File: src/rtl/mux_soma_pkg.sv
// mux_soma_pkg: shared types for the mux/add/accumulate datapath
package mux_soma_pkg;
    typedef enum logic [1:0] {OP_ADD, OP_ACC, OP_CLR, OP_LOAD} op_e;
endpackage

File: src/rtl/mux_n.sv
// mux_n: combinational NCH-to-1 mux; out-of-range selects yield zero and raise err
module mux_n #(
    parameter int WIDTH = 4,
    parameter int NCH = 2
) (
    input  logic [NCH-1:0][WIDTH-1:0] ch,
    input  logic [$clog2(NCH)-1:0]    sel,
    output logic [WIDTH-1:0]          m,
    output logic                      err
);
    always_comb begin
        m = '0;
        for (int k = 0; k < NCH; k++) m = 32'(sel) == k ? ch[k] : m;
        err = 32'(sel) >= NCH;
    end
endmodule

File: src/rtl/mux_soma_acc.sv
// mux_soma_acc: selectable-channel add/accumulate behind a two-stage valid/ready pipeline
module mux_soma_acc
    import mux_soma_pkg::*;
#(
    parameter int WIDTH = 4,
    parameter int NCH = 2,
    parameter int SAT = 0
) (
    input  logic                      clk,
    input  logic                      rst_n,
    input  logic                      in_valid,
    output logic                      in_ready,
    input  logic [WIDTH-1:0]          a,
    input  logic [NCH-1:0][WIDTH-1:0] ch,
    input  logic [$clog2(NCH)-1:0]    sel,
    input  logic [1:0]                op,
    output logic                      out_valid,
    input  logic                      out_ready,
    output logic [WIDTH-1:0]          res,
    output logic                      carry,
    output logic                      err
);
    op_e s1_op;
    logic s1_valid, s1_err, s2_valid, s1_adv, s2_adv, mux_err, nxt_carry;
    logic [WIDTH-1:0] s1_a, s1_m, acc, m, nxt_res;
    logic [WIDTH:0] sum;
    mux_n #(.WIDTH(WIDTH), .NCH(NCH)) u_mux (.ch(ch), .sel(sel), .m(m), .err(mux_err));
    assign s2_adv = !s2_valid || out_ready;
    assign s1_adv = !s1_valid || s2_adv;
    assign in_ready = s1_adv;
    assign out_valid = s2_valid;
    // acc is only touched here, so back-to-back ACCs chain through stage 2 directly
    always_comb begin
        sum = {1'b0, (s1_op == OP_ADD ? s1_a : acc)} + {1'b0, s1_m};
        nxt_carry = (s1_op == OP_ADD || s1_op == OP_ACC) && sum[WIDTH];
        nxt_res = s1_op == OP_CLR ? '0 :
                  s1_op == OP_LOAD ? s1_m :
                  (SAT != 0 && sum[WIDTH]) ? '1 : sum[WIDTH-1:0];
    end
    always_ff @(posedge clk or negedge rst_n) begin
        if (!rst_n) begin
            s1_valid <= 1'b0;
            s1_op <= OP_ADD;
            s1_a <= '0;
            s1_m <= '0;
            s1_err <= 1'b0;
            s2_valid <= 1'b0;
            res <= '0;
            carry <= 1'b0;
            err <= 1'b0;
            acc <= '0;
        end else begin
            if (s1_adv) begin
                s1_valid <= in_valid;
                if (in_valid) begin
                    s1_op <= op_e'(op);
                    s1_a <= a;
                    s1_m <= m;
                    s1_err <= mux_err;
                end
            end
            if (s2_adv) begin
                s2_valid <= s1_valid;
                if (s1_valid) begin
                    res <= nxt_res;
                    carry <= nxt_carry;
                    err <= s1_err;
                    if (s1_op != OP_ADD) acc <= nxt_res;
                end
            end
        end
    end
endmodule
File: config.mk
export PLATFORM = sky130hd
export DESIGN_NAME = mux_soma_acc
export DESIGN_NICKNAME = d
export VERILOG_FILES = /design/src/rtl/mux_soma_pkg.sv /design/src/rtl/mux_n.sv /design/src/rtl/mux_soma_acc.sv
export SDC_FILE = /design/constraint.sdc
export NUM_CORES = 1
export LEC_CHECK = 0
export ABC_AREA = 1
export CORE_MARGIN = 8
export CORE_UTILIZATION = 48
export CTS_CLUSTER_SIZE = 8
export DETAILED_ROUTE_END_ITERATION = 10
export PLACE_DENSITY = 0.78
export SYNTH_ARGS = -nofsm -noshare
export SYNTH_HDL_FRONTEND = slang
export SYNTH_SLANG_ARGS = --single-unit
File: constraint.sdc
create_clock -name clk -period 2.6 [get_ports clk]
set_clock_uncertainty 0.2 [all_clocks]
set_input_delay 0.78 -clock clk [delete_from_list [all_inputs] [get_ports clk]]
set_output_delay 0.78 -clock clk [all_outputs]
set_load 0.02 [all_outputs]
==> results.json, run 1 <==
{
  "cts_max_path_buffers": 2,
  "wl_per_cell_um": 11.5,
  "slew_viol_final": 0,
  "power_mw": 1.12,
  "synth_most_common_cell": "nand2_1",
  "hold_violations": 0,
  "cap_violations": 0,
  "slowest_delay_ns": 0.46,
  "critPathRequiredTime_ns": 1.62,
  "gr-total-overflow": 0,
  "status": "completed",
  "port_buffers": 25,
  "layout-drive-gt1-share_pct": 11.2,
  "gp_congestion": 0.793,
  "setup_tns_ns": 0,
  "path_cells": "clkdlybuf4s50_1 > inv_1 > nand3_2 > buf_2",
  "rsz0062_at_grt": "false",
  "synthTopCellsByArea": "dfrtp_1 46%, nand2_1 19%, inv_1 5.6%",
  "die_h_um": 64.7,
  "post-route-period-util_pct": 95.9,
  "critPathKind": "input pin to primary output",
  "wirelength_um": 2290,
  "final_nets": 195,
  "switchingPower_uw": 435,
  "setup_viol": 0,
  "cp_max_fo": 2,
  "yosysUniqueCellTypes": 21,
  "netlist_top_cells_count": "57 x nand2_1, 21 x dfrtp_1, 17 x inv_1",
  "syn_area_per_cell_um2": 8.00,
  "cts_tree": "done",
  "grt_pass1_wl_um": 4140,
  "path_buf_inv": 3,
  "vias": 955,
  "grt_max_degree": 22,
  "power.density_nw_per_um2": 781,
  "pwr-share-clk_pct": 14.1,
  "grt_use_total_pct": 12.0,
  "cts.sinks": 21,
  "top_usage_layer": "met2",
  "core_um2": 2230,
  "yosysTopAreaCell": "dfrtp_1",
  "timing.final.crit_period_ns": 2.49,
  "ctsHtreeMaxLevel": 1,
  "cp_top_family": "buffers and inverters",
  "cts_made_buffers": 3,
  "grt.met2_usage_pct": 20.1,
  "start_util_pct": 50.9,
  "start_kind": "input pin",
  "holdBufCountCts": 0,
  "ant_nets": 0,
  "ys_ff_latch": 21,
  "power_leakage_nw": 0.730,
  "synth-async-reset-ratio_pct": 100,
  "drt_first_pass_iters": 4,
  "cts_resized": 3,
  "ys_seq_area_share_pct": 46.3,
  "ios": 27,
  "p_seq_share_pct": 41.9,
  "dr.first_iter.drc_count": 34,
  "antenna_found_initial": 0,
  "met3_usage_pct": 2.58,
  "clockRootBuffer": "clkbuf_4",
  "seq_area_um2": 526,
  "clk_latency_ns": 0.31,
  "synth-edff-count": 0,
  "grt_pass1_vias": 992,
  "use_met1_pct": 14.5,
  "arrival_ns": 1.51,
  "comb_power_share_pct": 44.0,
  "ys.flop_type": "dfrtp_1",
  "yosysTopAreaCellShare_pct": 46.3,
  "multi_input_area_um2": 509,
  "syn_area_um2": 1140,
  "sw_frac_of_total_pct": 38.8,
  "vias_per_cell": 4.82,
  "nFillCells": 204,
  "synth_cells": 142,
  "drc": 0,
  "area_delta_synth_final_pct": 26.4,
  "end_kind": "primary output",
  "cts.clk_slew.worst_paths_ns": 0.12,
  "yosys_warnings": 0,
  "syn-num-nets": 166,
  "die_area_um2": 4180,
  "ir_drop_mv": 0.495,
  "dpl.hpwl_um": 1870,
  "post_cts_buffers": 0,
  "row_count": 17,
  "die_width_um": 64.7,
  "power.internal_uw": 687,
  "max_freq_ghz": 0.401,
  "crit_slowest_cell": "clkdlybuf4s50_1",
  "n_antenna_cell": 0,
  "hold_path_class": "flip-flop to flip-flop"
}
power groups by stage:
stage | Sequential [mW] | Clock, mW | Combinational, mW
2_1_floorplan | 0.513 | 0 | 0.279
3_3_place_gp | 0.473 | 0 | 0.480
3_5_place_dp | 0.477 | 0 | 0.499
4_1_cts | 0.470 | 0.165 | 0.501
5_1_grt | 0.481 | 0.178 | 0.561
6_report | 0.470 | 0.158 | 0.494
flip-flops by register name, indices dropped and copies added, names as in the netlist:
signal and count:
acc 4, res 4, s1_a 4, s1_m 4, s1_op 2, carry 1
out_valid 1, s1_valid 1
final timing paths:
| check | from | end | slack, ns | cells after the start |
|---|---|---|---|---|
| max | out_ready | in_ready | 0.11 | 4 |
| min | res[2]$_DFFE_PN0P_ | res[2]$_DFFE_PN0P_ | 0.29 | 2 |
| min in group asynchronous | rst_n | res[2]$_DFFE_PN0P_ | 0.59 | 2 |
| min reg2reg | res[2]$_DFFE_PN0P_ | res[2]$_DFFE_PN0P_ | 0.29 | 2 |
| max in group asynchronous | rst_n | s1_m[1]$_DFFE_PN0P_ | 1.39 | 2 |
| max reg2reg | s1_op[1]$_DFFE_PN0P_ | acc[2]$_DFFE_PN0P_ | 0.27 | 11 |
worst min-delay path, cell delays in order (launching register included):
cell,delay (ns)
dfrtp_1,0.36
nand2_1,0.06
nand2_1,0.05
cell type report:
class | count | share of cell area, %
clock inverter | 1 | 0.348
sequential | 21 | 36.6
timing repair buffer | 28 | 18.6
multi-input combinational | 98 | 35.5
clock buffer | 3 | 1.57
inverter | 19 | 4.97
tap | 28 | 2.44
per-stage QoR:
step | worst slack (ns) | hold WS, ns | instances | cell area, µm² | utilization (%)
after global placement | -0.320 | 0.262 | 194 | 1410 | 63.3
final | 0.108 | 0.292 | 198 | 1440 | 64.3
after CTS | 0.0159 | 0.298 | 198 | 1440 | 64.6
after global routing | 0.0743 | 0.317 | 198 | 1440 | 64.3
after floorplan | 0.527 | 0.249 | 142 | 1140 | -
after detailed placement | -0.332 | 0.266 | 194 | 1410 | 63.3
cell usage in the layout, fill, tap and decap left out:
cell,synthesis,routed
inv_1,17,17
nor2_1,1,1
dfrtp_1,21,21
nand3_2,1,1
o21ai_0,8,8
nand2_2,1,1
buf_4,2,3
nor2_4,2,2
nand2_1,57,57
a21oi_1,3,3
ha_1,4,4
clkdlybuf4s50_1,0,24
clkbuf_4,0,3
inv_2,2,2
conb_1,1,1
o21ai_2,4,4
o211ai_1,3,3
nand3_1,5,5
nand2_4,1,1
buf_2,0,1
fa_1,1,1
clkinv_2,0,1
o21ai_1,6,6
cell families (layout without fill, tap and decap cells):
group / count (synthesis) / count (layout) / synth area share, %
and+or+nand+nor: 68 / 68 / 25.8
AOI/OAI and AO/OA: 24 / 24 / 12.6
buffers and inverters: 23 / 51 / 8.92
DFF: 21 / 21 / 46.3
adders and majority gates: 5 / 5 / 6.17
other: 1 / 1 / 0.330
per-layer routing:
metal  wire length (µm)  vias to the layer above
met5                  0                        -
met4                 30                        0
met3                101                        4
met2               1060                       23
met1               1100                      426
li1                   -                      502
(Power assumes the default switching activity.)
==> run 2, diff against run 1 <==
--- a/config.mk
+++ b/config.mk
@@ -8,7 +8,7 @@
 export ABC_AREA = 1
 export CORE_MARGIN = 8
 export CORE_UTILIZATION = 48
-export CTS_CLUSTER_SIZE = 8
+export CTS_CLUSTER_SIZE = 25
 export DETAILED_ROUTE_END_ITERATION = 10
 export PLACE_DENSITY = 0.78
 export SYNTH_ARGS = -nofsm -noshare
==> results of run 2 <==
The final DEF is identical to that of run 1; final timing and power are the same.
